$ cat src/rtl/ntt_cmd_arbiter_if.sv
// Signal bundle shared by the command requesters, the arbiter and the NTT engine.
// The slave modport is the arbiter's view; the master modport is the environment's view.
interface ntt_cmd_arbiter_if #(
  parameter int NUM_REQ = 4,
  parameter int REQ_W   = 2
);
  logic [NUM_REQ-1:0]    req_valid;
  logic [NUM_REQ*8-1:0]  req_opcode;
  logic [NUM_REQ*4-1:0]  req_slot;
  logic [NUM_REQ*48-1:0] req_addr;
  logic [NUM_REQ-1:0]    req_ready;
  logic [NUM_REQ-1:0]    req_done;
  logic                  cmd_valid;
  logic [7:0]            cmd_opcode;
  logic [3:0]            cmd_slot;
  logic [47:0]           cmd_dma_addr;
  logic                  engine_ready;
  logic                  busy;
  logic [REQ_W-1:0]      owner;
  logic [23:0]           busy_cycles;
  logic                  err_timeout;
  logic                  err_clr;

  modport slave (
    input  req_valid, req_opcode, req_slot, req_addr, engine_ready, err_clr,
    output req_ready, req_done, cmd_valid, cmd_opcode, cmd_slot, cmd_dma_addr,
           busy, owner, busy_cycles, err_timeout
  );

  modport master (
    output req_valid, req_opcode, req_slot, req_addr, engine_ready, err_clr,
    input  req_ready, req_done, cmd_valid, cmd_opcode, cmd_slot, cmd_dma_addr,
           busy, owner, busy_cycles, err_timeout
  );
endinterface

$ cat src/rtl/ntt_cmd_arbiter.sv
// Round-robin arbiter sharing one ntt_engine command port between NUM_REQ sources,
// with completion routing, busy-time measurement and a sticky hang watchdog.
module ntt_cmd_arbiter #(
  parameter int NUM_REQ = 4,
  parameter int REQ_W   = 2,
  parameter int TIMEOUT = 65535
) (
  input  logic             clk,
  input  logic             rst,
  ntt_cmd_arbiter_if.slave bus
);

  typedef enum logic [1:0] {IDLE, ISSUE, HOLD, WAIT_DONE} state_e;

  state_e              state_q, state_d;
  logic [REQ_W-1:0]    rr_ptr_q, rr_ptr_d;
  logic [REQ_W-1:0]    owner_q, owner_d;
  logic [7:0]          opcode_q, opcode_d;
  logic [3:0]          slot_q, slot_d;
  logic [47:0]         addr_q, addr_d;
  logic [NUM_REQ-1:0]  done_q, done_d;
  logic [23:0]         cnt_q, cnt_d;
  logic [23:0]         busy_cycles_q, busy_cycles_d;
  logic                err_q, err_d;

  logic                found;
  logic [REQ_W-1:0]    sel;
  logic [REQ_W:0]      idx;
  logic [NUM_REQ-1:0]  owner_oh;

  // First pending requester at or above rr_ptr, wrapping modulo NUM_REQ.
  always_comb begin
    found = 1'b0;
    sel   = '0;
    idx   = '0;
    for (int i = 0; i < NUM_REQ; i++) begin
      idx = {1'b0, rr_ptr_q} + (REQ_W+1)'(i);
      if (idx >= (REQ_W+1)'(NUM_REQ)) idx = idx - (REQ_W+1)'(NUM_REQ);
      if (!found && bus.req_valid[idx[REQ_W-1:0]]) begin
        found = 1'b1;
        sel   = idx[REQ_W-1:0];
      end
    end
  end

  assign owner_oh = NUM_REQ'(1) << owner_q;

  always_comb begin
    state_d       = state_q;
    rr_ptr_d      = rr_ptr_q;
    owner_d       = owner_q;
    opcode_d      = opcode_q;
    slot_d        = slot_q;
    addr_d        = addr_q;
    done_d        = '0;
    cnt_d         = cnt_q;
    busy_cycles_d = busy_cycles_q;
    err_d         = err_q;
    if (bus.err_clr) err_d = 1'b0;
    case (state_q)
      IDLE: begin
        if (bus.engine_ready && found) begin
          owner_d  = sel;
          rr_ptr_d = (sel == REQ_W'(NUM_REQ-1)) ? '0 : sel + REQ_W'(1);
          opcode_d = bus.req_opcode[int'(sel)*8 +: 8];
          slot_d   = bus.req_slot[int'(sel)*4 +: 4];
          addr_d   = bus.req_addr[int'(sel)*48 +: 48];
          state_d  = ISSUE;
        end
      end
      ISSUE: state_d = HOLD;
      // The engine drops ready only one cycle after accepting, so ready is ignored here.
      HOLD: begin
        cnt_d   = '0;
        state_d = WAIT_DONE;
      end
      WAIT_DONE: begin
        if (bus.engine_ready) begin
          busy_cycles_d = cnt_q;
          done_d        = owner_oh;
          state_d       = IDLE;
        end else begin
          if (cnt_q != '1) cnt_d = cnt_q + 24'd1;
          if (cnt_d == 24'(TIMEOUT)) err_d = 1'b1;
        end
      end
      default: state_d = IDLE;
    endcase
  end

  always_ff @(posedge clk or posedge rst) begin
    if (rst) begin
      state_q       <= IDLE;
      rr_ptr_q      <= '0;
      owner_q       <= '0;
      opcode_q      <= '0;
      slot_q        <= '0;
      addr_q        <= '0;
      done_q        <= '0;
      cnt_q         <= '0;
      busy_cycles_q <= '0;
      err_q         <= 1'b0;
    end else begin
      state_q       <= state_d;
      rr_ptr_q      <= rr_ptr_d;
      owner_q       <= owner_d;
      opcode_q      <= opcode_d;
      slot_q        <= slot_d;
      addr_q        <= addr_d;
      done_q        <= done_d;
      cnt_q         <= cnt_d;
      busy_cycles_q <= busy_cycles_d;
      err_q         <= err_d;
    end
  end

  assign bus.cmd_valid    = (state_q == ISSUE);
  assign bus.req_ready    = (state_q == ISSUE) ? owner_oh : '0;
  assign bus.req_done     = done_q;
  assign bus.cmd_opcode   = opcode_q;
  assign bus.cmd_slot     = slot_q;
  assign bus.cmd_dma_addr = addr_q;
  assign bus.busy         = (state_q != IDLE);
  assign bus.owner        = owner_q;
  assign bus.busy_cycles  = busy_cycles_q;
  assign bus.err_timeout  = err_q;

endmodule

$ cat src/flat_wrapper.sv
// flat-port wrapper written by rule: the top's interface ports become plain ports
module ntt_cmd_arbiter_flat 
#(
  parameter int NUM_REQ = 4,
  parameter int REQ_W   = 2,
  parameter int TIMEOUT = 65535
)
  (clk, rst, bus_req_valid, bus_req_opcode, bus_req_slot, bus_req_addr, bus_engine_ready, bus_err_clr, bus_req_ready, bus_req_done, bus_cmd_valid, bus_cmd_opcode, bus_cmd_slot, bus_cmd_dma_addr, bus_busy, bus_owner, bus_busy_cycles, bus_err_timeout);
  ntt_cmd_arbiter_if #(.NUM_REQ(NUM_REQ), .REQ_W(REQ_W)) bus_i ();
  input  logic clk;
  input  logic rst;
  input wire logic [$bits(bus_i.req_valid)-1:0] bus_req_valid;
  input wire logic [$bits(bus_i.req_opcode)-1:0] bus_req_opcode;
  input wire logic [$bits(bus_i.req_slot)-1:0] bus_req_slot;
  input wire logic [$bits(bus_i.req_addr)-1:0] bus_req_addr;
  input wire logic [$bits(bus_i.engine_ready)-1:0] bus_engine_ready;
  input wire logic [$bits(bus_i.err_clr)-1:0] bus_err_clr;
  output wire logic [$bits(bus_i.req_ready)-1:0] bus_req_ready;
  output wire logic [$bits(bus_i.req_done)-1:0] bus_req_done;
  output wire logic [$bits(bus_i.cmd_valid)-1:0] bus_cmd_valid;
  output wire logic [$bits(bus_i.cmd_opcode)-1:0] bus_cmd_opcode;
  output wire logic [$bits(bus_i.cmd_slot)-1:0] bus_cmd_slot;
  output wire logic [$bits(bus_i.cmd_dma_addr)-1:0] bus_cmd_dma_addr;
  output wire logic [$bits(bus_i.busy)-1:0] bus_busy;
  output wire logic [$bits(bus_i.owner)-1:0] bus_owner;
  output wire logic [$bits(bus_i.busy_cycles)-1:0] bus_busy_cycles;
  output wire logic [$bits(bus_i.err_timeout)-1:0] bus_err_timeout;
  assign bus_i.req_valid = bus_req_valid;
  assign bus_i.req_opcode = bus_req_opcode;
  assign bus_i.req_slot = bus_req_slot;
  assign bus_i.req_addr = bus_req_addr;
  assign bus_i.engine_ready = bus_engine_ready;
  assign bus_i.err_clr = bus_err_clr;
  assign bus_req_ready = bus_i.req_ready;
  assign bus_req_done = bus_i.req_done;
  assign bus_cmd_valid = bus_i.cmd_valid;
  assign bus_cmd_opcode = bus_i.cmd_opcode;
  assign bus_cmd_slot = bus_i.cmd_slot;
  assign bus_cmd_dma_addr = bus_i.cmd_dma_addr;
  assign bus_busy = bus_i.busy;
  assign bus_owner = bus_i.owner;
  assign bus_busy_cycles = bus_i.busy_cycles;
  assign bus_err_timeout = bus_i.err_timeout;
  ntt_cmd_arbiter #(.NUM_REQ(NUM_REQ), .REQ_W(REQ_W), .TIMEOUT(TIMEOUT)) u_core (.clk(clk), .rst(rst), .bus(bus_i));
endmodule
$ cat config.mk
export PLATFORM = sky130hd
export DESIGN_NAME = ntt_cmd_arbiter_flat
export DESIGN_NICKNAME = d
export VERILOG_FILES = /design/src/rtl/ntt_cmd_arbiter_if.sv /design/src/rtl/ntt_cmd_arbiter.sv /design/src/flat_wrapper.sv
export SDC_FILE = /design/constraint.sdc
export NUM_CORES = 1
export LEC_CHECK = 0
export ABC_AREA = 1
export CORE_MARGIN = 2
export CORE_UTILIZATION = 46
export DETAILED_ROUTE_END_ITERATION = 10
export HOLD_SLACK_MARGIN = 0.15
export PLACE_DENSITY = 0.87
export SYNTH_ARGS = -nofsm -noshare
export SYNTH_HDL_FRONTEND = slang
export SYNTH_SLANG_ARGS = --single-unit
$ cat constraint.sdc
create_clock -name clk -period 7.95 [get_ports clk]
set_input_delay 0.795 -clock clk [delete_from_list [all_inputs] [get_ports clk]]
set_output_delay 0.795 -clock clk [all_outputs]
set_load 0.05 [all_outputs]
After elaboration in Yosys (flattened, before gate mapping)
Cells that the tools add are included.
Widths: inputs -> output; s select.
{"block": "totals", "input_bits": 248, "wordCells": 91, "reg_bits": 119, "out_inout_bits": 97}
{"block": "classes", "n_reduce_logical": 14, "n_shift": 4, "n_addsub": 9, "order_cmp": 8, "eq_ne": 9, "multipliers": 1, "muxes": 36}
{"op": "$shiftx 192x32->48", "n": 1}
{"op": "$mux 24", "n": 4}
{"op": "$pmux 24 s2", "n": 1}
{"op": "$shiftx 32x6->8", "n": 1}
{"op": "$add 24x1->24 const B", "n": 1}
{"op": "$eq 24x16->1 const B", "n": 1}
{"op": "$ne 24x24->1 const B", "n": 1}
{"op": "$mux 2", "n": 11}
{"op": "$shiftx 16x5->4", "n": 1}
{"op": "$lt 2x3->1 const B", "n": 4}
{"op": "$mux 1", "n": 12}
{"op": "$mux 4", "n": 3}
{"op": "$ge 3x3->1 const B", "n": 3}
{"op": "$bmux 1 s2", "n": 4}
{"op": "$pmux 2 s4", "n": 1}
{"op": "$reduce_and 2->1", "n": 4}
{"op": "$sub 2x1->2 const B", "n": 4}
{"op": "$add 2x2->3 const B", "n": 2}
{"op": "$eq 2x2->1 const B", "n": 3}
{"op": "$logic_and 1x1->1", "n": 4}
{"op": "$mul 2x2->4 const B", "n": 1}
{"op": "$ne 2x2->1 const B", "n": 2}
{"op": "$reduce_bool 2->1", "n": 2}
{"op": "$shl 1x2->4 const A", "n": 1}
{"op": "other kinds (7)", "n": 9}

Longest topological paths before layout
Gate-level depths: netlist (run 1).
{"block": "depth", "ltp_word": 17, "mapped_depth": 17, "depth_no_buf": 15}

Worst setup path before layout (run 1)
Ideal clock, no wire load.
{"block": "synth_path", "path_type": "register to output", "startpoint": "register u_core.state_q[1]", "endpoint": "output bus_req_ready[0]", "slack_ns": 5.355, "path_buffers": 0, "arrival_time_ns": 1.800, "required_ns": 7.155, "path_stages_with_launch": 5, "cell_sequence": "dfrtp_1 inv_1 ha_1 inv_1 nor2_1"}
{"block": "synth_between", "elab_chain_len": 2}
{"element": "from (decl)", "line": "ntt_cmd_arbiter.sv:15", "rtl": "state_e state_q, state_d;"}
{"element": "from (signal assigned)", "line": "ntt_cmd_arbiter.sv:104", "rtl": "state_q <= state_d;"}
{"element": "$eq 2x1->1"}
{"element": "net bus_cmd_valid", "line": "flat_wrapper.sv:20", "rtl": "output wire logic [$bits(bus_i.cmd_valid)-1:0] bus_cmd_valid;"}
{"element": "$mux 4", "line": "ntt_cmd_arbiter.sv:118", "rtl": "assign bus.req_ready = (state_q == ISSUE) ? owner_oh : '0;"}
{"element": "to (decl)", "line": "flat_wrapper.sv:18", "rtl": "output wire logic [$bits(bus_i.req_ready)-1:0] bus_req_ready;"}
The timed path passes the listed nets, and every way through them passes these cells.

Final worst setup path (run 1)
{"block": "layout_path", "startpoint": "input bus_req_valid[1]", "endpoint": "register u_core.rr_ptr_q[1]"}
{"block": "layout_between", "elab_chain_len": 14, "elab_cells_between_ends": 27, "classes_between": "add/sub (1); eq/ne (1); mux (17); reduce/logical (8)"}
{"element": "from (decl)", "line": "flat_wrapper.sv:12", "rtl": "input wire logic [$bits(bus_i.req_valid)-1:0] bus_req_valid;"}
{"element": "$bmux 1 s2", "line": "ntt_cmd_arbiter.sv:39", "rtl": "if (!found && bus.req_valid[idx[REQ_W-1:0]]) begin"}
{"element": "$mux 1 (implied by the code)", "line": "ntt_cmd_arbiter.sv:39"}
{"element": "$mux 1", "line": "ntt_cmd_arbiter.sv:39"}
{"element": "$logic_not 1->1", "line": "ntt_cmd_arbiter.sv:39"}
{"element": "$logic_and 1x1->1", "line": "ntt_cmd_arbiter.sv:39"}
{"element": "$mux 1", "line": "ntt_cmd_arbiter.sv:39"}
{"element": "$logic_not 1->1", "line": "ntt_cmd_arbiter.sv:39"}
{"element": "$logic_and 1x1->1", "line": "ntt_cmd_arbiter.sv:39"}
{"element": "$mux 1", "line": "ntt_cmd_arbiter.sv:39"}
{"element": "$logic_not 1->1", "line": "ntt_cmd_arbiter.sv:39"}
{"element": "$logic_and 1x1->1", "line": "ntt_cmd_arbiter.sv:39"}
{"element": "$mux 2 / $mux 1 (equally long branches)", "line": "ntt_cmd_arbiter.sv:39"}
{"element": "$add 2x1->2, or another cell as far along", "line": "ntt_cmd_arbiter.sv:64", "rtl": "rr_ptr_d = (sel == REQ_W'(NUM_REQ-1)) ? '0 : sel + REQ_W'(1);"}
{"element": "$mux 2 / $reduce_and 2->1 (equally long branches)"}
{"element": "to (signal assigned)", "line": "ntt_cmd_arbiter.sv:105", "rtl": "rr_ptr_q <= rr_ptr_d;"}
{"element": "to (decl)", "line": "ntt_cmd_arbiter.sv:16", "rtl": "logic [REQ_W-1:0] rr_ptr_q, rr_ptr_d;"}
Parallel ways exist; a longest one is shown, timed or not. The select of a mux whose other input is x is not followed.
A chain may end at the register's enable or synchronous reset.

==> results of run 1 <==
[cells in the final DEF, fill, tap and decap left out, types with 13 or more instances in the layout]
| master | n |
|---|---|
| sky130_fd_sc_hd__nand3_1 | 143 |
| sky130_fd_sc_hd__clkbuf_16 | 17 |
| sky130_fd_sc_hd__inv_1 | 146 |
| sky130_fd_sc_hd__nor2_1 | 49 |
| sky130_fd_sc_hd__clkdlybuf4s50_1 | 344 |
| sky130_fd_sc_hd__o211ai_1 | 26 |
| sky130_fd_sc_hd__nand3b_1 | 33 |
| sky130_fd_sc_hd__or2_2 | 13 |
| sky130_fd_sc_hd__o21ai_0 | 53 |
| sky130_fd_sc_hd__dfrtp_1 | 119 |
| sky130_fd_sc_hd__or2_0 | 18 |
| sky130_fd_sc_hd__nand2_1 | 455 |
[final cells by class]
| type | count | area (µm²) | share of cell area, % |
|---|---|---|---|
| Timing Repair Buffer | 350 | 3490 | 29.3 |
| Clock buffer | 17 | 425 | 3.57 |
| Antenna cell | 2 | 5.00 | 0.0421 |
| Inverter | 149 | 562 | 4.72 |
| Sequential cell | 119 | 2980 | 25.0 |
| Clock inverter | 15 | 201 | 1.69 |
| Tap cell | 220 | 275 | 2.31 |
| Multi-Input combinational cell | 847 | 3970 | 33.3 |
[flip-flops by register name (all words and copies together), names as in the netlist, 2 cells and up]
| register | cells |
|---|---|
| u_core.bus.cmd_slot | 4 |
| u_core.bus.busy_cycles | 24 |
| u_core.state_q | 2 |
| u_core.bus.owner | 2 |
| u_core.bus.cmd_dma_addr | 48 |
| u_core.rr_ptr_q | 2 |
| u_core.bus.req_done | 4 |
| u_core.cnt_q | 24 |
| u_core.bus.cmd_opcode | 8 |
[cell usage after synthesis (6+ instances only)]
master	number
sky130_fd_sc_hd__buf_2	19
sky130_fd_sc_hd__buf_4	6
sky130_fd_sc_hd__clkbuf_1	26
sky130_fd_sc_hd__dfrtp_1	119
sky130_fd_sc_hd__ha_1	7
sky130_fd_sc_hd__inv_1	147
sky130_fd_sc_hd__nand2_1	455
sky130_fd_sc_hd__nand3_1	143
sky130_fd_sc_hd__nand3b_1	33
sky130_fd_sc_hd__nand4_1	6
sky130_fd_sc_hd__nor2_1	49
sky130_fd_sc_hd__o211ai_1	26
sky130_fd_sc_hd__o21ai_0	53
sky130_fd_sc_hd__o22ai_1	7
sky130_fd_sc_hd__or2_0	18
sky130_fd_sc_hd__or2_1	6
sky130_fd_sc_hd__or2_2	13
sky130_fd_sc_hd__xor2_1	11
[logic make-up after synthesis]
family	Yosys count
XOR/XNOR	11
AO/OA/AOI/OAI	94
adder cells (fa/ha/maj)	7
buffers and inverters	206
flip-flops	119
AND/OR/NAND/NOR	735
[power by group]
| group | switching [mW] | leakage [nW] | internal [mW] |
|---|---|---|---|
| Clock | 0.302 | 0.300 | 0.525 |
| Sequential | 0.162 | 1.55 | 0.831 |
| Combinational | 2.12 | 3.82 | 0.972 |
[worst register-to-register path, stage by stage, from the launching register on]
cell and delay, ns:
sky130_fd_sc_hd__dfrtp_1 0.56, sky130_fd_sc_hd__inv_1 0.17, sky130_fd_sc_hd__nand2_1 0.09, sky130_fd_sc_hd__nand2_1 0.11, sky130_fd_sc_hd__inv_1 0.07, sky130_fd_sc_hd__nand2_1 0.05
sky130_fd_sc_hd__nand2_1 0.14, sky130_fd_sc_hd__nor2_4 0.06, sky130_fd_sc_hd__nand2_1 0.07, sky130_fd_sc_hd__nand3_2 0.52, sky130_fd_sc_hd__nand2_4 0.83, sky130_fd_sc_hd__clkinv_1 0.92
sky130_fd_sc_hd__ha_1 0.58, sky130_fd_sc_hd__nand2_1 0.07, sky130_fd_sc_hd__o21ai_0 0.09
[how the worst max path moves through the flow]
stage | startpoint | endpoint | cells after the start
after floorplan | rst | u_core.bus.busy_cycles[0]$_DFFE_PP0P_ | 1
after global placement | bus_req_valid[1] | u_core.rr_ptr_q[1]$_DFFE_PP0P_ | 13
after detailed placement | bus_req_valid[1] | u_core.rr_ptr_q[1]$_DFFE_PP0P_ | 13
after CTS | bus_req_valid[1] | u_core.rr_ptr_q[1]$_DFFE_PP0P_ | 13
after global routing | bus_req_valid[1] | u_core.rr_ptr_q[1]$_DFFE_PP0P_ | 13
final | bus_req_valid[1] | u_core.rr_ptr_q[1]$_DFFE_PP0P_ | 13
[metrics by stage]
step | cells | hold slack, ns | cell area, µm² | util (%) | worst slack [ns]
detailed placement | 1685 | 0.465 | 11300 | 68.0 | 2.95
CTS | 1717 | 0.481 | 11900 | 71.7 | 3.38
global placement | 1685 | 0.464 | 11300 | 68.0 | 3.05
global route | 1719 | 0.512 | 11900 | 71.8 | 2.93
finish | 1719 | 0.481 | 11900 | 71.8 | 3.33
floorplan | 1172 | 0.564 | 7790 | - | 4.00
[per-layer routing]
metal  vias up  share of wire, %
met3        75               7.2
met1      4096                39
met5         -                 0
li1       4298                 -
met2       367                50
met4         0               3.9
==> results by stage, run 1 <==
Floorplan:
- The die outline height is 134 µm.
- The placeable core region is 0.0166 mm².
- The top-level port count is 345.
- The die span in x is 134 µm.
- The starting density of the core is 47.0%.
- After floorplanning, the core was divided into 47 placement rows.
- The die covers 0.0180 mm².

Route:
- The total wire length is 29600 µm.
- The DRC violation count after routing is 0.
- The number of nets with antenna violations after detailed routing is 0.
- In the final routed layout, each cell accounts on average for 17.2 µm.
- After detailed routing, the number of vias per cell comes to 5.14.
- The first detailed-routing pass ran for 6 iterations.
- Detailed routing inserted a total of 8836 vias.
- After the first detailed-routing iteration, the DRC count stood at 746.

Synth:
- The flip-flop cell with the highest count after synthesis is sky130_fd_sc_hd__dfrtp_1.
- The largest family of logic cells by synthesized area is simple AND/OR/NAND/NOR gates.
- The total number of yosys warnings is 0.
- After Yosys synthesis, XOR and XNOR cells account for 1.24% of the synthesized area.
- The cell count after synthesis is 1172.
- The number of distinct library cell variants in the gate-level netlist after synthesis is 31.
- After synthesis, the cell types taking the most area are sky130_fd_sc_hd__dfrtp_1, sky130_fd_sc_hd__nand2_1, sky130_fd_sc_hd__nand3_1, sky130_fd_sc_hd__inv_1, sky130_fd_sc_hd__o21ai_0.
- The largest total area in the synthesized netlist belongs to sky130_fd_sc_hd__dfrtp_1.
- Yosys mapped a number of flops with a built-in enable equal to 0.
- Of the total synthesized cell area, the portion taken by AND, OR, NAND and NOR gates is 41.4%.
- The synthesized netlist devotes 7.05% of its cell area to compound gates.
- The synthesized design contains 119 register bits.
- The post-synthesis instance area is 0.00779 mm².
- Counting flops with an async set or reset pin after synthesis yields a share of 100%.
- The adder and majority gate portion of the synthesized area is 1.12%.
- The mux cell area share after synthesis is 0%.
- The share of the Yosys chip area taken by registers is 38.2%.
- The mean post-synth cell area is 6.65 µm².
- Counting every net in the synthesized netlist gives 1427.
- The synthesized design devotes to its leading area cell type 38.2% of total area.

Timing:
- The final critical delay including setup and external delays is 4.62 ns.
- The post-route clock period utilization is 58.1%.
- Timing would allow up to 0.217 GHz.
- Setup repair after global routing left no endpoint under its margin.
- The actual slew at the worst max-slew pin is 1.17 ns.
- Setup violations remaining at the end of the flow were counted as 0.
- The final setup TNS is 0 ns.
- The hold violation total from the final report came to 0.
- The headroom to the max-slew limit is 21.6%.
- The final count of pins violating max slew was 0.
- The maximum clock skew at final layout is 0.0112 ns.

Clock tree:
- The hold buffer count at CTS is 0.
- In this run, CTS created clock tree buffers numbering 17.
- The clock sink count is 119.
- The clock input transition at the sequential cells of the worst setup and hold paths is 0.06 ns.
- The post-cts sizing count is 0.
- The maximum clock path buffer count is 2.
- Once the clock tree was built, the setup fixing pass inserted 0 buffers.
- The level count of the clock H-tree is 4.
- TritonCTS built the clock tree.
- The clock latency of the later-clocked register in the worst-skew pair is 0.43 ns.
- The clock root buffer is sky130_fd_sc_hd__clkbuf_16.

Min path:
- The path with the worst hold slack has its endpoint at u_core.bus.busy_cycles[7]$_DFFE_PP0P_.
- In this run the most critical hold path is launched from u_core.bus.busy_cycles[7]$_DFFE_PP0P_.
- The worst hold-check path type is flop to flop.
- The number of stages on the worst hold path is 2.

Worst setup path:
- The number of cell instances on the worst register-to-register path is 14.
- The data required time of the critical path is 8.23 ns.
- The dominant cell type by count on the critical path is sky130_fd_sc_hd__nand2_1.
- Grouping stages by cell kind, the critical path spends the most delay in simple AND/OR/NAND/NOR gates.
- The worst setup path category is input pin to flop.
- The maximum fanout count along the critical path is 76.
- Walking the worst path, the cells encountered are clkdlybuf4s50_1, inv_1, o21ai_1, nand2_1, nand2_1, nor2_4, nand2_1, nand3_2, nand2_4, clkinv_1, ha_1, nand2_1, o21ai_0.
- The maximum single-stage delay on the critical path is 0.92 ns.
- The endpoint identified for the worst register-to-register timing path is u_core.rr_ptr_q[1]$_DFFE_PP0P_.
- The setup check on the worst reg-to-reg path leaves a slack of 3.49 ns.
- The count of buffer and inverter cells on the critical path is 3.
- The kind of start point of the critical path is an input pin.
- The element type at the critical path end is a flop.
- Data arrives at the worst endpoint at 4.90 ns.
- The startpoint identified for the worst register-to-register timing path is u_core.rr_ptr_q[0]$_DFFE_PP0P_.
- The slowest stage cell on the critical path is sky130_fd_sc_hd__clkinv_1.

Power:
- For this design the ratio of total power to cell area is 412 mW/mm².
- The total power is 4.91 mW.
- The largest vdd supply drop is 287 µV.
- The static leakage power is 5.67 nW.

Placed design:
- At the end of routability-driven placement, the weighted congestion stood at 0.990.
- The count of port buffers added during placement is 344.
- After legalization and detailed placement, the total HPWL measured 22500 µm.

GRT:
- The aggregate global-route resource usage is 33.3%.
- The via count of the first global-routing pass is 8622.
- The global-route track usage on met1 is 40.8%.
- The global route total overflow is 0.
- The most utilized layer in the global route result is met2.
- The global-route met3 utilization is 8.05%.
- For met2 alone, demand over resource in global routing was 56.8%.
- The number of antenna violations at the first check in global routing is 2.
- The first global-routing pass estimated 46000 µm of wire.
- Entering global routing, the biggest net connects 110 pins.

Final layout:
- The share of layout cells above drive strength 1 is 4.28%.
- The area growth from synthesis to layout is 52.8%.
- Counting the fill cells in the layout gives 1416.
- At the end of the flow, the number of nets in the layout was 1739.

Flow run:
- The number of maximum-capacitance violations is 0.

Outcome:
- The run finished with clean final reports.
Power figures use the tool's default switching activity.
==> run 2: changes to the inputs <==
--- a/config.mk
+++ b/config.mk
@@ -7,10 +7,10 @@
 export LEC_CHECK = 0
 export ABC_AREA = 1
 export CORE_MARGIN = 2
-export CORE_UTILIZATION = 46
+export CORE_UTILIZATION = 39
 export DETAILED_ROUTE_END_ITERATION = 10
 export HOLD_SLACK_MARGIN = 0.15
-export PLACE_DENSITY = 0.87
+export PLACE_DENSITY = 0.78
 export SYNTH_ARGS = -nofsm -noshare
 export SYNTH_HDL_FRONTEND = slang
 export SYNTH_SLANG_ARGS = --single-unit
==> constraint.sdc (replaced) <==
create_clock -name clk -period 3.7 [get_ports clk]
set_input_delay 0.37 -clock clk [delete_from_list [all_inputs] [get_ports clk]]
set_output_delay 0.37 -clock clk [all_outputs]
set_load 0.05 [all_outputs]
==> run 2 against run 1 <==
Compared with the run above:
- sequential share of layout area down 0.36 points
- die area rose by 17%
- final area increased by 1.4%
- setup slack worse by 2.5 ns
- cell count increased by 3.0%
- combinational power is 120% higher
- highest routed layer unchanged
- non-clock buffer count is 8 higher
- wire length grew 0.93%
==> results by stage, run 2 (synthesis results as in run 1) <==
Power:
- The largest vdd supply drop is 699 µV.
- The internal power is 5.16 mW.
- The portion of total power attributed to the clock network is 16.9%.
- Power spread over the standard cell area amounts to 894 mW/mm².
- The static leakage power is 5.74 nW.
- The net switching power is 5.63 mW.
- Registers are responsible for 19.6% of the overall power.
- Net switching is 52.1% of the power.
- The combinational share of power is 63.5%.

Route:
- The iteration count of the initial detailed-routing pass is 7.
- The DRC violation count after routing is 0.
- The post-detailed-route wirelength per cell is 16.9 µm.
- The number of nets with antenna violations after detailed routing is 0.
- The number of vias per cell after detailed routing is 4.94.
- The detailed router's first-iteration violation count is 732.
- The routed layout has 8741 vias.
- The total wire length is 29900 µm.

GRT:
- The via count of the first global-routing pass is 8349.
- The first global-routing pass estimated 46600 µm of wire.
- The number of antenna violations at the first check in global routing was 2.
- The global route total overflow is 0.
- Entering global routing, the biggest net connects 125 pins.
- The aggregate global-route resource usage is 28.2%.

Floorplan:
- The die is 145 µm tall.
- The top-level port count is 345.
- The region available for standard cell placement spans 0.0195 mm².
- The number of standard-cell rows in the floorplan is 51.
- The floorplan step set the die width to 145 µm.
- The die covers 0.0211 mm².
- The initial utilization of the core area, before any placement, comes to 39.9%.

Clock tree:
- The H-tree was split into 4 levels.
- Clock tree synthesis inserted a total of 17 buffers.
- In this run, post-CTS hold repair placed 0 buffers.
- Once the clock tree was built, the resizer swapped 0 gates to a different size.
- The clock sink count is 119.
- TritonCTS built the clock tree.
- Post-CTS timing repair inserted 0 buffers for setup.
- The clock latency of the later-clocked register in the worst-skew pair is 0.43 ns.
- The tree is rooted in a sky130_fd_sc_hd__clkbuf_16.
- The clock input transition at the sequential cells of the worst setup and hold paths is 0.06 ns.
- Counting along the longest clock path gives a buffer depth of 2.

Worst setup path:
- STA puts the critical path data required time at 4.05 ns.
- Of all nets on the critical path, the largest fanout is 45.
- The critical path is of the flop to flop type.
- STA puts the critical path data arrival time at 3.25 ns.
- Counting cells, the worst reg-to-reg path comes to 13.
- The endpoint identified for the worst register-to-register timing path is u_core.bus.cmd_dma_addr[7]$_DFFE_PP0P_.
- STA classifies the critical path startpoint as a flop.
- The setup slack of the worst register-to-register path is 0.80 ns.
- The worst setup path is captured at a flop.
- The worst register-to-register path begins at u_core.rr_ptr_q[0]$_DFFE_PP0P_.

Timing:
- On the final layout, the worst clock skew is 0.00912 ns.
- The worst path uses 78.3% of the clock period.
- The final count of pins violating max slew is 0.
- Setup repair after global routing left no endpoint under its margin.
- The final worst setup slack is 0.803 ns.
- The tightest hold margin is 0.406 ns.
- The final critical delay including setup and external delays is 2.90 ns.
- The hold violation total from the final report was 0.
- Setup violations remaining at the end of the flow were counted as 0.
- After routing, the total negative slack on setup checks comes to 0 ns.
- The headroom to the max-slew limit is 51.8%.
- At the pin with the least slew margin, the transition time is 0.723 ns.
- The maximum clock frequency is 0.345 GHz.

Final layout:
- The finished cells cover 0.0121 mm².
- The post-route netlist has 4.65% of its cells at a drive strength greater than 1.
- The library cells used most frequently in the layout, excluding fill and tap cells, are sky130_fd_sc_hd__nand2_1, sky130_fd_sc_hd__clkdlybuf4s50_1, sky130_fd_sc_hd__inv_1.
- The share of the core filled with cells is 61.8%.
- The number of nets in the layout is 1747.
- Relative to the synthesized area, the layout overhead comes to 55.0%.
- The most frequent standard cell in the layout excluding fill and tap cells is sky130_fd_sc_hd__nand2_1.
- The flip-flop count of the largest register after layout is 48.

Min path:
- The worst hold-check path type is input pin to async pin.

Flow run:
- The number of maximum-capacitance violations is 0.

Placed design:
- In this run the cell area measured after placement is 0.0114 mm².
- OpenSTA, run right after detailed placement, puts the worst setup slack at 0.628 ns.
- The count of port buffers added during placement is 344.
- The half-perimeter wire length after placement is 23200 µm.
- The placer congestion estimate is 0.946.

Outcome:
- The flow ran to the end, and the final reports show no timing, DRC or antenna violations.
-- run 2: worst max-delay path by stage --
stage | start | to | slack [ns] | depth (start not counted)
6_report | u_core.rr_ptr_q[0]$_DFFE_PP0P_ | u_core.bus.cmd_dma_addr[7]$_DFFE_PP0P_ | 0.80 | 13
5_1_grt | u_core.rr_ptr_q[0]$_DFFE_PP0P_ | u_core.bus.cmd_dma_addr[34]$_DFFE_PP0P_ | 0.45 | 13
4_1_cts | u_core.rr_ptr_q[0]$_DFFE_PP0P_ | u_core.bus.cmd_dma_addr[4]$_DFFE_PP0P_ | 0.82 | 13
3_5_place_dp | bus_req_valid[2] | u_core.bus.cmd_dma_addr[4]$_DFFE_PP0P_ | 0.63 | 14
3_3_place_gp | bus_req_valid[2] | u_core.bus.cmd_dma_addr[4]$_DFFE_PP0P_ | 0.76 | 14
2_1_floorplan | rst | u_core.bus.busy_cycles[0]$_DFFE_PP0P_ | 0.17 | 1
-- run 2: per-stage QoR --
step / total power, mW / std cells
floorplan: 6.84 / 1172
global placement: 8.86 / 1738
detailed placement: 8.96 / 1738
CTS: 10.8 / 1769
global route: 11.5 / 1771
finish: 10.8 / 1771
-- run 2: critical path: stages, from the launching register on --
cell,delay (ns)
sky130_fd_sc_hd__dfrtp_1,0.55
sky130_fd_sc_hd__inv_1,0.15
sky130_fd_sc_hd__nand2_1,0.08
sky130_fd_sc_hd__nand2_1,0.11
sky130_fd_sc_hd__nand2_1,0.11
sky130_fd_sc_hd__nand2_1,0.11
sky130_fd_sc_hd__nor2_4,0.14
sky130_fd_sc_hd__nand4_1,0.11
sky130_fd_sc_hd__nand2_2,0.35
sky130_fd_sc_hd__inv_2,0.28
sky130_fd_sc_hd__nor2_4,0.13
sky130_fd_sc_hd__buf_4,0.45
sky130_fd_sc_hd__nand2_1,0.12
sky130_fd_sc_hd__nand3_1,0.10
-- run 2: power by group through the flow --
stage          clock network (mW)  registers, mW  logic (mW)
2_1_floorplan                   0           3.55        3.29
3_3_place_gp                    0           2.10        6.76
3_5_place_dp                    0           2.10        6.86
4_1_cts                      1.85           2.11        6.86
5_1_grt                      1.91           2.17        7.42
6_report                     1.82           2.12        6.85
-- run 2: per-layer routing --
| metal | global-route usage (%) | vias to the layer above | part of all wire (%) |
|---|---|---|---|
| li1 | - | 4321 | - |
| met1 | 35.4 | 4014 | 40 |
| met2 | 48.1 | 362 | 50 |
| met3 | 6.55 | 44 | 7.9 |
| met4 | 9.56 | 0 | 2.6 |
| met5 | 0 | - | 0 |
-- run 2: cell type report --
cell class                 count  area, µm²
inverter                     149        562
antenna                        2       5.00
clock buffer                  19        443
clock inverter                12        201
fill                        1828       7450
sequential                   119       2980
multi-input combinational    847       3970
timing repair buffer         358       3590
tap                          265        332
==> run 3: changes to the inputs <==
--- a/config.mk
+++ b/config.mk
@@ -7,10 +7,10 @@
 export LEC_CHECK = 0
 export ABC_AREA = 1
 export CORE_MARGIN = 2
-export CORE_UTILIZATION = 39
+export CORE_UTILIZATION = 43
 export DETAILED_ROUTE_END_ITERATION = 10
 export HOLD_SLACK_MARGIN = 0.15
-export PLACE_DENSITY = 0.78
+export PLACE_DENSITY = 0.82
 export SYNTH_ARGS = -nofsm -noshare
 export SYNTH_HDL_FRONTEND = slang
 export SYNTH_SLANG_ARGS = --single-unit
==> constraint.sdc (replaced) <==
create_clock -name clk -period 2.92 [get_ports clk]
set_input_delay 0.292 -clock clk [delete_from_list [all_inputs] [get_ports clk]]
set_output_delay 0.292 -clock clk [all_outputs]
set_load 0.05 [all_outputs]
==> run 3 against run 2 <==
Compared with the run above:
- cell count decreased by 1.2%
- clock power increased by 15%
- die area decreased by 9.1%
- hold slack got worse by 0.18 ns
- via count increased by 1.4%
- critical path depth unchanged
==> results by stage, run 3 (synthesis results as in run 1) <==
Outcome:
- The flow ran to the end, and the final reports show no timing, DRC or antenna violations.

Power:
- Dividing total power by cell area gives a power density of 1110 mW/mm².
- The worst-case IR drop observed on VDD is 947 µV.
- Per report_power, the sequential group accounts for 19.8% of the total.
- The static leakage power is 5.79 nW.
- The net switching power is 7.07 mW.
- Power comes to 13.5 mW.
- Per report_power, the clock group accounts for 15.5% of the total.
- Net switching is 52.4% of the power.
- The internal power is 6.43 mW.
- In this run, the combinational gates consume 64.7% of the power.

GRT:
- The aggregate global-route resource usage is 30.3%.
- Entering global routing, the biggest net connects 124 pins.
- The number of antenna violations at the first check in global routing is 0.
- The via count of the first global-routing pass came to 8706.
- The first global-routing pass estimated 45900 µm of wire.
- The global route total overflow is 0.

Min path:
- The worst hold-check path type is input pin to async pin.

Final layout:
- The final non-filler cell total is 1750.
- The library cell used most frequently in the layout, excluding fill and tap cells, is sky130_fd_sc_hd__nand2_1.
- The flip-flop count of the largest register after layout is 48.
- The number of nets in the layout is 1763.
- 0 antenna diodes ended up in the layout.
- Counting the fill cells in the layout gives 1534.
- The final instance area is 0.0121 mm².
- Leaving out fill and tap cells, the most frequent cells in the layout are sky130_fd_sc_hd__nand2_1, sky130_fd_sc_hd__clkdlybuf4s50_1, sky130_fd_sc_hd__inv_1.
- The area growth from synthesis to layout is 55.8%.
- The share of layout cells above drive strength 1 is 5.72%.

Route:
- The total wire length is 29500 µm.
- The detailed router's first-iteration violation count is 555.
- The count of nets left with antenna violations once routing finished came out at 0.
- For this run, the detailed router's first-pass iteration total came to 5.
- After detailed routing, the average wire length per cell comes to 16.9 µm.
- The number of vias per cell after detailed routing is 5.06.
- The number of vias after detailed routing is 8863.
- The DRC violation count after routing is 0.

Clock tree:
- The post-CTS setup repair buffer count is 0.
- The clock passes through at most 2 buffers.
- The number of clock buffers added by TritonCTS is 17.
- The clock root buffer is sky130_fd_sc_hd__clkbuf_16.
- Clock-pin slew was measured on the worst setup and hold paths at 0.06 ns.
- The clock tree synthesis step divided the H-tree into 4 levels.
- TritonCTS built the clock tree.
- At the later pin of the worst-skew pair, clock insertion delay measures 0.42 ns.
- The clock sink count is 119.
- After clock tree synthesis, the repair step resized 0 gates.
- The hold buffer count at CTS is 0.

Timing:
- Setup repair after global routing left no endpoint under its margin.
- The final count of pins violating max slew came to 0.
- After routing, the total negative slack on setup checks comes to 0 ns.
- In the finished design, the share of the clock period the worst path needs comes to 87.3%.
- The maximum clock frequency is 0.392 GHz.
- The worst pin sits at a relative slew slack of 52.8%.
- The maximum clock skew at final layout is 0.0106 ns.
- At the pin with the least slew margin, the transition time is 0.707 ns.
- Setup violations remaining at the end of the flow were counted as 0.
- The hold violation total from the final report is 0.
- For the finished layout, the period the worst path requires is 2.55 ns.

Floorplan:
- The starting density of the core is 43.7%.
- The number of standard-cell rows in the floorplan is 49.
- The placeable core region is 0.0178 mm².
- Pin placement for this block handled 345 I/O pins.
- The die covers 0.0192 mm².
- The die span in x is 139 µm.
- The die is 139 µm tall.

Worst setup path:
- The most numerous cell type found on the critical path is sky130_fd_sc_hd__nand2_1.
- At the worst endpoint, the required time is 3.21 ns.
- The maximum fanout count along the critical path is 123.
- The kind of start point of the critical path is a flop.
- The slowest stage cell on the critical path is sky130_fd_sc_hd__dfrtp_1.
- Walking the worst path, the cells encountered are inv_1, nand2_1, nand2_1, nand2_1, nand2_1, nor2_4, nand3_2, nand2_2, nand2_4, buf_12, or2_2, nand3_1, nand3_1.
- The maximum single-stage delay on the critical path is 0.55 ns.
- Data arrives at the worst endpoint at 2.84 ns.
- The worst setup path category is flop to flop.
- The element type at the critical path end is a flop.

Placed design:
- The post-place instance area is 0.0115 mm².
- The count of port buffers added during placement is 344.
- The placer congestion estimate is 0.982.
- Detailed placement ended at an HPWL of 22900 µm.
- After detailed placement, the design holds a cell count of 1718.

Flow run:
- The number of maximum-capacitance violations is 0.
run 3: cell types whose count changed in the layout (fill, tap and decap cells not counted), sizes merged:
cell and change:
buf +16, bufinv -3, clkinvlp +3, diode -2
clkbuf +1, clkinv +1, inv -1
run 3: power groups by stage:
stage	logic (mW)	registers [mW]	clock network, mW
final	8.73	2.68	2.10
after global routing	9.45	2.75	2.18
after detailed placement	8.72	2.67	0
after floorplan	4.17	4.49	0
after global placement	8.58	2.67	0
after CTS	8.75	2.67	2.11
run 3: stage by stage:
step	util, %	hold WS (ns)	worst slack (ns)
2_1_floorplan	-	0.436	0.794
3_3_place_gp	64.7	0.465	0.438
3_5_place_dp	64.7	0.469	0.385
4_1_cts	68.0	0.224	0.475
5_1_grt	68.0	0.263	0.255
6_report	68.0	0.228	0.370
run 3: final cells by class:
type | count | area, µm² | area share, %
Timing Repair Buffer | 374 | 3760 | 31.0
Sequential cell | 119 | 2980 | 24.5
Clock buffer | 20 | 457 | 3.76
Clock inverter | 12 | 128 | 1.05
Tap cell | 229 | 287 | 2.36
Multi-Input combinational cell | 847 | 3970 | 32.7
Inverter | 149 | 563 | 4.64
run 3: per-layer routing:
layer,up-vias,share of wire [%],wire (µm),track usage (%)
li1,4342,-,-,-
met1,4084,39,11600,37.0
met2,369,49,14600,51.7
met3,68,8.1,2400,7.91
met4,0,3.4,998,11.0
met5,-,0,0,0
run 3: critical path: cells and delay by family, from the launching register on:
| kind | cells | cell delay, ns |
|---|---|---|
| flops | 1 | 0.55 |
| simple gates | 11 | 1.40 |
| buf+inv | 2 | 0.36 |
run 3: worst paths after layout:
| path | startpoint | slack (ns) | to | cells past startpoint |
|---|---|---|---|---|
| min in group clk | bus_err_clr | 0.44 | u_core.bus.err_timeout$_DFF_PP0_ | 4 |
| min reg2reg | u_core.bus.busy_cycles[8]$_DFFE_PP0P_ | 0.48 | u_core.bus.busy_cycles[8]$_DFFE_PP0P_ | 2 |
| max reg2reg | u_core.rr_ptr_q[0]$_DFFE_PP0P_ | 0.37 | u_core.bus.cmd_opcode[7]$_DFFE_PP0P_ | 13 |
| min | rst | 0.23 | u_core.bus.busy_cycles[2]$_DFFE_PP0P_ | 2 |
| max | u_core.rr_ptr_q[0]$_DFFE_PP0P_ | 0.37 | u_core.bus.cmd_opcode[7]$_DFFE_PP0P_ | 13 |
| max in group asynchronous | rst | 2.00 | u_core.bus.cmd_dma_addr[30]$_DFFE_PP0P_ | 3 |
==> edit 1, RTL diff (flow settings as in run 3) <==
`NUM_REQ` is set to 4 in 3 places; all go to 5.
--- a/src/rtl/ntt_cmd_arbiter_if.sv
+++ b/src/rtl/ntt_cmd_arbiter_if.sv
@@ -1,7 +1,7 @@
 // Signal bundle shared by the command requesters, the arbiter and the NTT engine.
 // The slave modport is the arbiter's view; the master modport is the environment's view.
 interface ntt_cmd_arbiter_if #(
-  parameter int NUM_REQ = 4,
+  parameter int NUM_REQ = 5,
   parameter int REQ_W   = 2
 );
   logic [NUM_REQ-1:0]    req_valid;
--- a/src/rtl/ntt_cmd_arbiter.sv
+++ b/src/rtl/ntt_cmd_arbiter.sv
@@ -1,7 +1,7 @@
 // Round-robin arbiter sharing one ntt_engine command port between NUM_REQ sources,
 // with completion routing, busy-time measurement and a sticky hang watchdog.
 module ntt_cmd_arbiter #(
-  parameter int NUM_REQ = 4,
+  parameter int NUM_REQ = 5,
   parameter int REQ_W   = 2,
   parameter int TIMEOUT = 65535
 ) (
--- a/src/flat_wrapper.sv
+++ b/src/flat_wrapper.sv
@@ -1,7 +1,7 @@
 // flat-port wrapper written by rule: the top's interface ports become plain ports
 module ntt_cmd_arbiter_flat 
 #(
-  parameter int NUM_REQ = 4,
+  parameter int NUM_REQ = 5,
   parameter int REQ_W   = 2,
   parameter int TIMEOUT = 65535
 )
Interface: changed (6 resized); port bits go from 345 to 408. The function was not compared with the original's and may differ.
==> edit 1 against run 3 <==
Sequential share of layout area shrank 1.5 points; sequential cell count did not move; global-route usage down 1.8 points; non-clock buffer count shrank 3; synthesized area up 8.2%; total power increased by 15%; routed wire length rose by 1.2%; setup slack lost 0.14 ns; via count grew 6.4%; cell area grew 6.7%.
==> edit 1: results (changes against run 3) <==
outcome: "finished clean"  # unchanged
r2r_cells: 15  # was 13
synth-seq-area-share_pct: 35.3  # was 38.2%
syn_to_final_growth_pct: 53.6  # was 55.8%
synthDistinctLibCells: 34  # was 31
num_vias: 9432  # was 8863
p_leak_nw: 6.52  # was 5.79 nW
synth_adder_area_share_pct: 1.63  # was 1.12%
nets: 1978  # was 1763
viasPerCell: 4.87  # was 5.06
first_global_vias: 9040  # was 8706
dr.pass1.iters: 8  # was 5
fill_cells: 1714  # was 1534
dp.cells: 1900  # was 1718
wl_met2_um: 14600  # about the same
cp.arrival_ns: 3.04  # was 2.84 ns
r2r_slack_ns: 0.23  # was 0.37 ns
grtUsageTotal_pct: 28.4  # was 30.3%
grt_pass1_wl_um: 46000  # was 45900 um
power_switching_share_pct: 51.6  # was 52.4%
vdd_ir_drop_max_uv: 914  # was 947 uV
worstReg2RegEnd: "u_core.bus.cmd_dma_addr[47]"  # was u_core.bus.cmd_opcode[7]
slew_headroom_pct: 50.2  # was 52.8%
wl_per_cell_um: 15.4  # was 16.9 um
m1WireLength_um: 12300  # was 11600 um
post-dp-hpwl_um: 21900  # was 22900 um
path_clk_slew_ns: 0.06  # about the same
path_max_fanout: 14  # was 123
synthXorXnorAreaFrac_pct: 1.45  # was 1.24%
dpl_cell_area_sq_um: 12200  # was 11500 sq um
routed-wl-met3_um: 2360  # was 2400 um
initialDrtViolationCount: 638  # was 555
grt_start_max_net_pins: 120  # was 124
## edit 1: layout make-up
cell class              count  area share (%)
diodes                      2          0.0387
clock buffers              19            3.42
clock inverters            12            1.37
inverters                 248            7.22
multi-input cells         901            32.9
flip-flops and latches    119            23.0
well taps                 265            2.56
repair buffers            371            29.5
## edit 1: worst reg2reg max path: stages, from the launching register on
cell and delay (ns):
dfrtp_1 0.38, buf_4 0.16, ha_1 0.23, inv_1 0.11
nand2_1 0.06, nand2_1 0.07, nand2_1 0.05, nand2_1 0.14
nand4_2 0.14, nor2_2 0.16, nand2_1 0.13, a21boi_4 0.19
buf_4 0.17, nor2_4 0.39, nand3_1 0.15, nand3_1 0.09
## edit 1: routing by layer
metal	vias up	GRT usage (%)
met1	4317	35.5
met4	0	10.2
met2	341	47.0
li1	4730	-
met3	44	8.25
met5	-	0
## edit 1: logic make-up (layout without fill, tap and decap cells)
| group | count (synthesis) | in the layout |
|---|---|---|
| flops | 119 | 119 |
| other cells | 1 | 4 |
| compound gates | 72 | 72 |
| xor+xnor | 14 | 14 |
| buf+inv | 314 | 650 |
| simple gates | 801 | 802 |
| fa+ha+maj | 11 | 11 |
## edit 1: worst max path at each step
stage / from / endpoint / cells past startpoint
global route: u_core.rr_ptr_q[1] / u_core.bus.cmd_dma_addr[14] / 16
detailed placement: u_core.rr_ptr_q[0] / u_core.bus.cmd_dma_addr[37] / 14
floorplan: u_core.rr_ptr_q[0] / u_core.rr_ptr_q[1] / 18
CTS: u_core.rr_ptr_q[0] / u_core.bus.cmd_dma_addr[22] / 14
finish: u_core.rr_ptr_q[0] / u_core.bus.cmd_dma_addr[47] / 15
global placement: u_core.rr_ptr_q[0] / u_core.bus.cmd_dma_addr[22] / 15
## edit 1: power groups by stage
stage	Combinational, mW	Sequential, mW	Clock, mW
final	10.8	2.48	2.23
after global placement	9.95	2.48	0
after CTS	10.2	2.47	2.27
after detailed placement	10.1	2.47	0
after global routing	11.8	2.53	2.35
after floorplan	5.63	4.02	0
## edit 1: what timing repair did
item / 4_1_cts / 5_1_grt
hold endpoints to repair: 0 / 0
resized for setup: 0 / 15
setup buffers: 0 / 1
endpoints found under the setup margin: 0 / 62
## edit 1: through the flow
stage               hold slack (ns)  setup WS, ns
floorplan                     0.436         0.376
global placement              0.463         0.160
detailed placement            0.464        0.0398
CTS                           0.445        0.0287
global route                  0.476        0.0567
finish                        0.357         0.235
==> edit 2, RTL diff (config.mk and constraints of run 3) <==
Made on the original files. The 4 states of `state_e` get a Gray code encoding in 2 bits.
--- a/src/rtl/ntt_cmd_arbiter.sv
+++ b/src/rtl/ntt_cmd_arbiter.sv
@@ -10,7 +10,7 @@
   ntt_cmd_arbiter_if.slave bus
 );
 
-  typedef enum logic [1:0] {IDLE, ISSUE, HOLD, WAIT_DONE} state_e;
+  typedef enum logic [1:0] {IDLE = 2'b00, ISSUE = 2'b01, HOLD = 2'b11, WAIT_DONE = 2'b10} state_e;
 
   state_e              state_q, state_d;
   logic [REQ_W-1:0]    rr_ptr_q, rr_ptr_d;
Formal check against the unedited RTL: no difference found for any inputs over 4 cycles, from zero or initial values and one cycle with rst high; so few cycles prove little.
==> edit 2 against run 3 <==
Total power decreased by 4.2%; maximum frequency decreased by 4.0%; synthesized area increased by 4.6%; cell area increased by 1.7%; sequential cell count unchanged; setup slack got worse by 0.11 ns; routed wire length decreased by 0.71%; critical path type unchanged.
==> edit 2: results (changes against run 3) <==
outcome: "finished clean"  # unchanged
grtUsageTotal_pct: 29.6  # was 30.3%
cts_made_buffers: 17  # unchanged
dpl_cell_area_sq_um: 11700  # was 11500 sq um
vdd_ir_drop_max_uv: 661  # was 947 uV
path_clk_slew_ns: 0.06  # about the same
h-tree-depth: 4  # unchanged
totalWireLength_um: 29300  # was 29500 um
cts.path.max_buffers: 2  # unchanged
async_flop_share_pct: 100  # unchanged
grt_pass1_wl_um: 46300  # was 45900 um
slew_headroom_pct: 50.5  # was 52.8%
cp_slowest_cell: "dfrtp_1"  # unchanged
io_buffers: 344  # unchanged
cts-root-buf: "clkbuf_16"  # unchanged
synthTopCellsByArea: "dfrtp_1 (37%), nand2_1 (22%), nand3_1 (9.9%), inv_1 (8.0%), nand3_2 (2.7%)"  # was dfrtp_1 (38%), nand2_1 (22%), nand3_1 (9.2%), inv_1 (7.1%), o21ai_0 (3.4%)
r2r_slack_ns: 0.26  # was 0.37 ns
first_global_vias: 8684  # was 8706
yosysWarnings: 0  # unchanged
largest_reg_flops: 48  # unchanged
r2r_cells: 12  # was 13
synthDistinctLibCells: 36  # was 31
synth-seq-area-share_pct: 36.5  # was 38.2%
nets: 1813  # was 1763
grt_start_max_net_pins: 93  # was 124
place_congestion: 0.953  # was 0.982
critPathMaxStageDelay_ns: 0.62  # was 0.55 ns
dr.pass1.iters: 4  # was 5
finalClockSkew_ns: 0.0101  # was 0.0106 ns
cp.arrival_ns: 3.01  # was 2.84 ns
post_cts_buffers: 0  # unchanged
p_leak_nw: 5.94  # was 5.79 nW
viasPerCell: 4.95  # was 5.06
cts_resized: 0  # unchanged
syn-num-nets: 1488  # was 1427
ys_top_cells_by_count: "nand2_1 (477), inv_1 (174), nand3_1 (162), dfrtp_1 (119), nor2_1 (54)"  # was nand2_1 (455), inv_1 (147), nand3_1 (143), dfrtp_1 (119), o21ai_0 (53)
grt_antenna_before_repair: 1  # was 0
drive_gt1_share_pct: 7.99  # was 5.72%
intPower_mw: 6.32  # was 6.43 mW
fill_cells: 1638  # was 1534
clock_latency_ns: 0.42  # about the same
path_max_fanout: 46  # was 123
hold_class: "primary input to asynchronous set/reset pin"  # unchanged
initialDrtViolationCount: 557  # was 555
avgSynthCellArea_sq_um: 6.58  # was 6.65 sq um
post-dp-hpwl_um: 22500  # was 22900 um
[edit 2: changes by cell type in the layout (fill, tap and decap cells not counted), sizes merged, moves of 5 or more]
cell	delta
inv	+31
o21ai	-10
nand3	+38
nand2	+25
buf	-10
nor3	+7
nand3b	-19
or2	+10
o211ai	-26
nor2	+10
ha	-5
[edit 2: critical path: cells and delay by family, from the launching register on]
| family | cells | cell delay, ns |
|---|---|---|
| and+or+nand+nor | 9 | 1.50 |
| AOI/OAI and AO/OA | 1 | 0.20 |
| DFF | 1 | 0.62 |
| buffers and inverters | 2 | 0.23 |
[edit 2: per-stage QoR]
step | utilization, % | hold WS (ns) | total power [mW] | instances | setup slack [ns]
after detailed placement | 62.9 | 0.464 | 10.7 | 1778 | 0.216
after global routing | 66.2 | 0.226 | 13.8 | 1811 | 0.0290
after CTS | 66.2 | 0.208 | 13.0 | 1810 | 0.253
after global placement | 62.9 | 0.463 | 10.6 | 1778 | 0.280
after floorplan | - | 0.433 | 8.45 | 1238 | 0.237
final | 66.2 | 0.207 | 12.9 | 1811 | 0.264
[edit 2: final timing paths]
| kind | from | to |
|---|---|---|
| worst min-delay path | rst | u_core.bus.cmd_dma_addr[0] |
| worst min register to register | u_core.bus.cmd_dma_addr[44] | u_core.bus.cmd_dma_addr[44] |
| min in group clk | u_core.bus.cmd_dma_addr[44] | u_core.bus.cmd_dma_addr[44] |
| worst max-delay path | u_core.rr_ptr_q[0] | u_core.bus.cmd_dma_addr[15] |
| max in group asynchronous | rst | u_core.bus.cmd_dma_addr[10] |
| worst max register to register | u_core.rr_ptr_q[0] | u_core.bus.cmd_dma_addr[15] |
[edit 2: cell families (layout without fill, tap and decap cells)]
logic type	after synthesis	in the layout	share of synthesized area (%)
buf+inv	238	576	12.8
fa+ha+maj	2	2	0.307
simple gates	803	803	44.6
flops	119	119	36.5
xor+xnor	10	10	1.07
other cells	0	1	0
compound gates	66	66	4.65
[edit 2: layer usage]
layer	global-route usage, %	wire length (um)
met3	6.78	1790
met4	11.7	1090
met5	0	0
met2	51.0	14700
met1	35.9	11800
[edit 2: layout make-up]
class,instances,share of cell area [%]
Antenna cell,1,0.0203
Clock buffer,23,3.79
Clock inverter,9,1.20
Inverter,180,5.50
Multi-Input combinational cell,881,33.5
Sequential cell,119,24.1
Tap cell,234,2.37
Timing Repair Buffer,364,29.5
[edit 2: power by group through the flow]
stage | clock, mW | combinational (mW) | sequential (mW)
global route | 2.33 | 8.92 | 2.55
finish | 2.22 | 8.22 | 2.50
floorplan | 0 | 4.54 | 3.90
detailed placement | 0 | 8.22 | 2.49
global placement | 0 | 8.13 | 2.49
CTS | 2.26 | 8.24 | 2.49
